<file path="src/rtl/code_sender_pkg.sv">
// Shared definitions for the colour-code sender and detector benches:
// symbol encodings, FSM state encodings and a small constant helper.
package code_sender_pkg;

   typedef enum logic [1:0] {
      SYM_END   = 2'b00,
      SYM_RED   = 2'b01,
      SYM_BLUE  = 2'b10,
      SYM_GREEN = 2'b11
   } symbolT;

   typedef enum logic [2:0] {
      IDLE  = 3'd0,
      START = 3'd1,
      SYM   = 3'd2,
      GAP   = 3'd3,
      DONE  = 3'd4
   } stateT;

   function automatic int maxOf(input int a, input int b);
      return (a > b) ? a : b;
   endfunction

endpackage

</file>
<file path="src/rtl/code_sender_if.sv">
// Request/line bundle between a code sender and its user.
// Optional unlock-check signals U/Pass exist only with CODE_SENDER_CHECK_EN.
interface code_sender_if #(parameter int CODE_LEN = 4) ();

   logic                  Go;
   logic [2*CODE_LEN-1:0] Code;
   logic                  Start;
   logic                  Red;
   logic                  Green;
   logic                  Blue;
   logic                  Busy;
   logic                  Done;
`ifdef CODE_SENDER_CHECK_EN
   logic                  U;
   logic                  Pass;

   modport master (output Go, Code, U,
                   input  Start, Red, Green, Blue, Busy, Done, Pass);
   modport slave  (input  Go, Code, U,
                   output Start, Red, Green, Blue, Busy, Done, Pass);
`else
   modport master (output Go, Code,
                   input  Start, Red, Green, Blue, Busy, Done);
   modport slave  (input  Go, Code,
                   output Start, Red, Green, Blue, Busy, Done);
`endif

endinterface

</file>
<file path="src/rtl/code_phase_timer.sv">
// Loadable down-counter that stops at zero; times both hold and gap phases.
module code_phase_timer #(
   parameter int WIDTH = 1
) (
   input  logic             clk,
   input  logic             rst,
   input  logic             load_i,
   input  logic [WIDTH-1:0] loadValue_i,
   output logic             zero_o
);

   logic [WIDTH-1:0] countQ;
   logic [WIDTH-1:0] countD;

   always_comb begin
      countD = countQ;
      if (load_i) begin
         countD = loadValue_i;
      end else if (countQ != '0) begin
         countD = countQ - 1'b1;
      end
   end

   always_ff @(posedge clk) begin
      if (rst) begin
         countQ <= '0;
      end else begin
         countQ <= countD;
      end
   end

   assign zero_o = (countQ == '0);

endmodule

</file>
<file path="src/rtl/code_sender.sv">
// Replays a latched colour code as Start + symbol pulses separated by gaps.
// Define CODE_SENDER_CHECK_EN to add the U input and the Pass result flag.
module code_sender
   import code_sender_pkg::*;
#(
   parameter int CODE_LEN    = 4,
   parameter int HOLD_CYCLES = 1,
   parameter int GAP_CYCLES  = 1
) (
   input  logic           Clk,
   input  logic           Rst,
   code_sender_if.slave   link
);

   localparam int TIMER_W = $clog2(maxOf(HOLD_CYCLES, GAP_CYCLES) + 1);
   localparam int IDX_W   = $clog2(CODE_LEN + 1);
   localparam logic [TIMER_W-1:0] HOLD_LOAD = TIMER_W'(HOLD_CYCLES - 1);
   localparam logic [TIMER_W-1:0] GAP_LOAD  = TIMER_W'(GAP_CYCLES - 1);
   localparam logic [IDX_W-1:0]   LAST_IDX  = IDX_W'(CODE_LEN);

   stateT                 stateQ, stateD;
   logic [2*CODE_LEN-1:0] codeQ, codeD;
   logic [IDX_W-1:0]      idxQ, idxD;
   logic                  startQ, startD;
   logic                  redQ, redD;
   logic                  greenQ, greenD;
   logic                  blueQ, blueD;
   logic                  busyQ, busyD;
   logic                  doneQ, doneD;
   logic                  timerLoad;
   logic [TIMER_W-1:0]    timerLoadValue;
   logic                  timerZero;
   logic                  nextAvail;

   // Out-of-range indices read as the end marker.
   function automatic symbolT symbolAt(input logic [2*CODE_LEN-1:0] code,
                                       input logic [IDX_W-1:0]      i);
      symbolAt = SYM_END;
      for (int k = 0; k < CODE_LEN; k++) begin
         if (IDX_W'(k) == i) begin
            symbolAt = symbolT'(code[2*k +: 2]);
         end
      end
   endfunction

   // idxQ already points past the symbol just sent, so it names the candidate.
   assign nextAvail = (idxQ < LAST_IDX) && (symbolAt(codeQ, idxQ) != SYM_END);

   code_phase_timer #(.WIDTH(TIMER_W)) phaseTimer (
      .clk         (Clk),
      .rst         (Rst),
      .load_i      (timerLoad),
      .loadValue_i (timerLoadValue),
      .zero_o      (timerZero)
   );

   always_ff @(posedge Clk) begin
      if (Rst) begin
         stateQ <= IDLE;
         codeQ  <= '0;
         idxQ   <= '0;
         startQ <= 1'b0;
         redQ   <= 1'b0;
         greenQ <= 1'b0;
         blueQ  <= 1'b0;
         busyQ  <= 1'b0;
         doneQ  <= 1'b0;
      end else begin
         stateQ <= stateD;
         codeQ  <= codeD;
         idxQ   <= idxD;
         startQ <= startD;
         redQ   <= redD;
         greenQ <= greenD;
         blueQ  <= blueD;
         busyQ  <= busyD;
         doneQ  <= doneD;
      end
   end

   always_comb begin
      stateD = stateQ;
      codeD  = codeQ;
      idxD   = idxQ;
      case (stateQ)
         IDLE: begin
            if (link.Go) begin
               stateD = START;
               codeD  = link.Code;
               idxD   = '0;
            end
         end
         START: begin
            if (timerZero) stateD = GAP;
         end
         SYM: begin
            if (timerZero) begin
               stateD = GAP;
               idxD   = idxQ + 1'b1;
            end
         end
         GAP: begin
            if (timerZero) stateD = nextAvail ? SYM : DONE;
         end
         DONE: stateD = IDLE;
         default: stateD = IDLE;
      endcase
   end

   // Outputs are decoded from the next state so the registered lines line up
   // with the state they belong to; the timer reloads on every state change.
   always_comb begin
      startD         = 1'b0;
      redD           = 1'b0;
      greenD         = 1'b0;
      blueD          = 1'b0;
      busyD          = (stateD != IDLE);
      doneD          = (stateD == DONE);
      timerLoad      = (stateD != stateQ);
      timerLoadValue = '0;
      case (stateD)
         START: begin
            startD         = 1'b1;
            timerLoadValue = HOLD_LOAD;
         end
         SYM: begin
            timerLoadValue = HOLD_LOAD;
            case (symbolAt(codeQ, idxD))
               SYM_RED:   redD   = 1'b1;
               SYM_GREEN: greenD = 1'b1;
               SYM_BLUE:  blueD  = 1'b1;
               default:   ;
            endcase
         end
         GAP: timerLoadValue = GAP_LOAD;
         default: ;
      endcase
   end

   assign link.Start = startQ;
   assign link.Red   = redQ;
   assign link.Green = greenQ;
   assign link.Blue  = blueQ;
   assign link.Busy  = busyQ;
   assign link.Done  = doneQ;

`ifdef CODE_SENDER_CHECK_EN
   logic passQ, passD;
   logic finalWindow;

   // The final gap is the one whose exit goes to DONE.
   assign finalWindow = ((stateQ == GAP) && !nextAvail) || (stateQ == DONE);

   always_comb begin
      passD = passQ;
      if ((stateQ == IDLE) && link.Go) begin
         passD = 1'b0;
      end else if (finalWindow && link.U) begin
         passD = 1'b1;
      end
   end

   always_ff @(posedge Clk) begin
      if (Rst) begin
         passQ <= 1'b0;
      end else begin
         passQ <= passD;
      end
   end

   assign link.Pass = passQ;
`endif

endmodule

</file>
<file path="src/flat_wrapper.sv">
// flat-port wrapper written by rule: the top's interface ports become plain ports
module code_sender_flat import code_sender_pkg::*;
#(
   parameter int CODE_LEN    = 4,
   parameter int HOLD_CYCLES = 1,
   parameter int GAP_CYCLES  = 1
)
  (Clk, Rst, link_Go, link_Code, link_Start, link_Red, link_Green, link_Blue, link_Busy, link_Done);
  code_sender_if #(.CODE_LEN(CODE_LEN)) link_i ();
  input  logic Clk;
  input  logic Rst;
  input wire logic [$bits(link_i.Go)-1:0] link_Go;
  input wire logic [$bits(link_i.Code)-1:0] link_Code;
  output wire logic [$bits(link_i.Start)-1:0] link_Start;
  output wire logic [$bits(link_i.Red)-1:0] link_Red;
  output wire logic [$bits(link_i.Green)-1:0] link_Green;
  output wire logic [$bits(link_i.Blue)-1:0] link_Blue;
  output wire logic [$bits(link_i.Busy)-1:0] link_Busy;
  output wire logic [$bits(link_i.Done)-1:0] link_Done;
  assign link_i.Go = link_Go;
  assign link_i.Code = link_Code;
  assign link_Start = link_i.Start;
  assign link_Red = link_i.Red;
  assign link_Green = link_i.Green;
  assign link_Blue = link_i.Blue;
  assign link_Busy = link_i.Busy;
  assign link_Done = link_i.Done;
  code_sender #(.CODE_LEN(CODE_LEN), .HOLD_CYCLES(HOLD_CYCLES), .GAP_CYCLES(GAP_CYCLES)) u_core (.Clk(Clk), .Rst(Rst), .link(link_i));
endmodule
</file>
<file path="config.mk">
export PLATFORM = sky130hd
export DESIGN_NAME = code_sender_flat
export DESIGN_NICKNAME = d
export VERILOG_FILES = /design/src/rtl/code_sender_pkg.sv /design/src/rtl/code_sender_if.sv /design/src/rtl/code_phase_timer.sv /design/src/rtl/code_sender.sv /design/src/flat_wrapper.sv
export SDC_FILE = /design/constraint.sdc
export NUM_CORES = 1
export LEC_CHECK = 0
export CELL_PAD_IN_SITES_DETAIL_PLACEMENT = 1
export CELL_PAD_IN_SITES_GLOBAL_PLACEMENT = 1
export CORE_MARGIN = 3
export CORE_UTILIZATION = 35
export DETAILED_ROUTE_END_ITERATION = 10
export GPL_TIMING_DRIVEN = 0
export HOLD_SLACK_MARGIN = 0.12
export MAX_ROUTING_LAYER = met4
export PLACE_DENSITY = 0.8
export SLEW_MARGIN = 30
export SYNTH_ARGS = -nofsm -noshare
export SYNTH_HDL_FRONTEND = slang
export SYNTH_SLANG_ARGS = --single-unit
</file>
<file path="constraint.sdc">
create_clock -name Clk -period 2.8 [get_ports Clk]
set_clock_uncertainty 0.1 [all_clocks]
set_input_delay 0.42 -clock Clk [delete_from_list [all_inputs] [get_ports Clk]]
set_output_delay 0.42 -clock Clk [all_outputs]
set_load 0.02 [all_outputs]
</file>
### After elaboration in Yosys (flattened, before gate mapping)

Cells that the tools add are included.

| cells by class | value |
|---|---|
| $add $sub $neg | 2 |
| $lt $le $gt $ge | 1 |
| equal/unequal tests | 16 |
| mux-type cells | 21 |
| bitwise operators | 2 |
| reductions and logical operators | 10 |

Operators with widths:

| cell | count |
|---|---|
| 2-bit 2-to-1 mux | 9 |
| 3-bit 2-to-1 mux | 6 |
| 2-bit by 3-bit equality test with 1-bit output, first input constant | 4 |
| 3-bit by 2-bit equality test with 1-bit output, second input constant | 3 |
| 3-bit zero test | 3 |
| 3-bit one-hot mux with 3 select lines | 1 |
| 1-bit by 3-bit equality test with 1-bit output, first input constant | 2 |
| 3-bit by 1-bit equality test with 1-bit output, second input constant | 2 |
| 3-bit one-hot mux with 2 select lines | 1 |
| 2-bit equality test, second input constant | 2 |
| 1-bit 2-to-1 mux | 4 |
| 2-bit OR reduction | 2 |
| 3-bit by 1-bit adder with 3-bit output, second input constant | 1 |
| 3-bit equality test, second input constant | 1 |
| 3-bit less-than comparator, second input constant | 1 |
| 3-bit inequality test | 1 |
| 3-bit nonzero test | 1 |
| 3-bit OR reduction | 1 |
| 2-bit by 1-bit equality test with 1-bit output, second input constant | 1 |
| 1-bit inverter | 2 |
| 2-bit AND reduction | 1 |
| 2-bit nonzero test | 1 |
| 1-bit logical AND | 1 |
| 1-bit subtractor, second input constant | 1 |

| word-level totals | value |
|---|---|
| flip-flop bits (word level) | 21 |
| input bits | 11 |

### Depth between registers and ports, before layout

| logic depth | value |
|---|---|
| word-level depth | 14 |
| mapped depth | 7 |
| depth with buffers taken out | 7 |

### Modules after synthesis

A second synthesis with hierarchy kept.

| second synthesis, totals | value |
|---|---|
| cells, all modules | 126 |
| area, all modules | 1063.5 um^2 |

Modules (own cells, without submodules):

| module | instances | cells an instance | area each (um^2) |
|---|---|---|---|
| code_sender | 1 | 123 | 1031.0 |
| code_phase_timer | 1 | 3 | 32.5 |

### Worst setup path before layout

Ideal clock, no wire load.

| timing | value |
|---|---|
| path type | reg2reg |
| start | reg u_core.idxQ[0] |
| end | reg u_core.blueQ (netlist: u_core.link.Blue) |
| library setup time | 0.080 ns |
| data arrival time | 1.819 ns |
| slack | 0.801 ns |
| stages on the path, launching flop included | 8 |
| path buffers | 0 |
| period minus slack after synthesis | 1.999 ns |
| cells stage by stage | dfxtp_1 -> ha_1 -> ha_1 -> nor2b_1 -> mux2_4 -> a222oi_1 -> a31o_2 -> nor3b_1 |

| on the way | value |
|---|---|
| longest elaborated chain between the ends | 13 |
| elaborated cells on any way between the ends | 32 |
| classes of those cells | 1 x add/sub; 1 x order compare; 8 x eq/ne; 16 x mux; 1 x bitwise; 5 x reduce/logical |

Ends and longest elaborated chain:

| element | RTL line | text |
|---|---|---|
| start: declaration | code_sender.sv:23 | `logic [IDX_W-1:0] idxQ, idxD;` |
| start signal: assignment | code_sender.sv:71 | `idxQ <= idxD;` |
| parallel branches: the longest is 13 deep, another holds 3-bit by 1-bit adder with 3-bit output | n/a |  |
| end signal: assignment | code_sender.sv:75 | `blueQ <= blueD;` |
| end: declaration | code_sender.sv:27 | `logic blueQ, blueD;` |

Parallel ways; which one is timed is not known. The select of a mux whose other input is x is not followed.
A chain may end at the register's enable or synchronous reset.

### Final worst setup path

Same ends and word-level chain as after synthesis.

==> key figures <==
Routing
  – DR WL/cell: 15.3 microns
  – First drt pass iteration count: 4
  – Total number of vias: 934
  – Final ANT Viol Nets: 0
  – Post-DR vias/cell: 5.59
  – DRC Markers: 0
  – Drt initial violations: 37
  – Detailed Route WL: 2560 microns

Power
  – Maximum VDD drop: 0.256 mV
  – Seq pwr share: 0.548
  – Leakage power: 0.433 nW
  – Combinational power share: 0.191
  – Sw power: 176 uW
  – Sw Share: 0.294
  – Power per cell area: 485 mW/mm^2
  – Clock share of power: 0.260
  – Cell-internal power: 421 uW

Cells and area
  – Most frequent cells in the layout: dfxtp_1, nand2_1, clkdlybuf4s50_1
  – Most common cell after layout, fill and taps aside: dfxtp_1
  – Share of cells above drive strength 1: 0.0803
  – Final core area utilization: 0.471
  – Area grow syn2layout: 22.4%
  – Nets: 154
  – Layout fillers: 321
  – Antenna cells: 0

GRT
  – All-Layer GR Usage: 0.162
  – Met2 Use GR: 0.292
  – Vias in the first global route: 955
  – First-pass GRT wire length: 4160 microns
  – Largest net degree at the start of global routing: 13
  – Initial antenna violation count: 0
  – Grt ovf: 0
  – GRT met1 Usage: 0.171
  – Gr busiest metal: met2
  – Met3 usage: 0.0283

CTS
  – Resize count post-CTS: 0
  – Setup repair bufs after CTS: 0
  – Sink Count: 21
  – Root buffer cell: clkbuf_4
  – H-Tree Depth: 1
  – Clk_lat worst skew: 320 ps
  – Hold Buf Count CTS: 0
  – Max clock buf depth: 2
  – TritonCTS clock tree: built
  – Clock transition at path regs: 120 ps
  – CTS buffer count: 3

Setup path
  – CP Class: reg -> reg
  – Max Fanout on Critical Path: 6
  – Crit-path max cell delay: 400 ps
  – CP most frequent cell: ha_1
  – Worst setup EP type: flip-flop
  – Worst EP required: 2950 ps
  – Critical Path AT: 2360 ps
  – WP buf/inv: 0
  – Cell family with most CP delay: adder cells
  – Slowest CP cell: dfxtp_1
  – CP Cell Sequence: ha_1, ha_1, nor2b_1, mux2_4, a222oi_1, a31o_2, nor3b_1
  – Startpoint Class: flip-flop

Timing
  – Pins over their slew limit: 0
  – Final Hold Vio Count: 0
  – Setup violators final: 0
  – Post-layout min period: 2210 ps
  – Fin crit share: 0.789
  – RSZ-0062 raised after global routing: no
  – Max Freq: 452 MHz
  – TNS Setup: 0 ps
  – Final hold slack: 388 ps
  – Final worst slack: 590 ps

Floorplanning
  – I/O pin cnt: 17
  – Height of the die: 59.6 microns
  – Die boundary width: 59.6 microns
  – Row count: 18
  – Die area: 0.00355 sq mm
  – Starting Density: 0.385
  – Core Area: 0.00261 sq mm

Run
  – Number of max-cap violations: 0

Logic synthesis
  – Synth Warn #: 0
  – Sequential share of the synthesized area: 0.418
  – Synth Net Count: 133
  – Synthesized area: 0.00101 sq mm
  – Flops & latches, synth: 21
  – Yosys cell types: 31
  – Cell count after synthesis: 117
  – Avg Inst Size Synth: 8.60 sq um

Status
  – Outcome: complete, no violations

Place
  – RD Place Congestion: 0.801
  – DPL Wire Length: 1970 microns
  – Place WS: 559 ps
  – PortBufs: 16

Min path
  – Hold Crit Class: reg -> reg
synth_stat cells:
cell,instances,area [sq um]
conb_1,1,3.75
dfxtp_1,21,420
a21boi_0,2,15.0
nand2_1,18,67.6
buf_2,1,5.00
a222oi_1,2,20.0
a211oi_1,1,7.51
mux2_4,1,15.0
mux2i_1,2,20.0
and2_1,2,12.5
or2b_1,1,7.51
nor4b_4,1,23.8
ha_1,5,62.6
nor3_1,4,20.0
o31a_1,2,17.5
nand2b_1,2,12.5
and3_1,1,6.26
nor4_1,2,12.5
nor2_1,8,30.0
a211o_1,1,8.76
a2111oi_0,1,8.76
inv_1,4,15.0
o31ai_1,1,7.51
clkbuf_1,2,7.51
nor2b_1,1,6.26
buf_6,1,11.3
o21ai_0,10,50.1
nand3_1,4,20.0
nor3b_1,2,15.0
a21oi_1,10,50.1
a31o_2,3,26.3
power by group through the flow:
stage                     Clock [mW]  Sequential [mW]  Combinational (mW)
after detailed placement           0            0.334               0.116
after global routing           0.172            0.330               0.127
after floorplan                    0            0.334              0.0705
after global placement             0            0.333               0.108
final                          0.155            0.327               0.114
after CTS                      0.157            0.328               0.116
per-layer routing:
layer	wire length, microns	up-vias
met1	1090	454
li1	-	455
met2	1330	20
met3	98	5
met4	39	0
met5	0	-
sequential cells by signal (all words and copies together), names as in the netlist:
register / count
u_core.link.Start: 1
u_core.phaseTimer.countQ: 1
u_core.link.Blue: 1
u_core.idxQ: 3
u_core.link.Red: 1
u_core.link.Done: 1
u_core.link.Green: 1
u_core.codeQ: 8
u_core.link.Busy: 1
u_core.stateQ: 3
cell type report:
cell class                      instances  area [sq um]  share of cell area
Multi-Input combinational cell         88           547               0.444
Timing Repair Buffer                   16           160               0.130
Sequential cell                        21           420               0.341
Clock buffer                            3          22.5              0.0183
Buffer                                  4          23.8              0.0193
Tap cell                               30          37.5              0.0305
Inverter                                4          15.0              0.0122
Clock inverter                          1          5.00             0.00407
final timing paths:
check                        from               end  slack (ps)  cells past startpoint
setup / recovery   u_core.idxQ[0]  u_core.link.Blue         590                      7
hold / removal    u_core.codeQ[0]   u_core.codeQ[0]         390                      2
setup reg to reg   u_core.idxQ[0]  u_core.link.Blue         590                      7
hold reg to reg   u_core.codeQ[0]   u_core.codeQ[0]         390                      2
cell families (layout without fill, tap and decap cells):
kind of cell	count (synthesis)	count (layout)	share of synthesized area
AOI/OAI and AO/OA	33	33	0.210
adders and majority gates	5	5	0.0622
buffers and inverters	8	28	0.0386
DFF	21	21	0.418
muxes	3	3	0.0348
other	1	1	0.00373
and+or+nand+nor	46	46	0.233
stage by stage:
step	cell area [sq um]	total power [mW]	std cells
after floorplan	1010	0.405	117
after global routing	1230	0.629	167
after CTS	1230	0.600	167
after detailed placement	1200	0.450	163
final	1230	0.597	167
after global placement	1200	0.442	163
worst min-delay path, cell delays in order, from the launching register on:
cell and delay [ps]:
dfxtp_1 350, nand2_1 60, a21oi_1 50
Note: power is estimated with default switching activity, not from simulation.
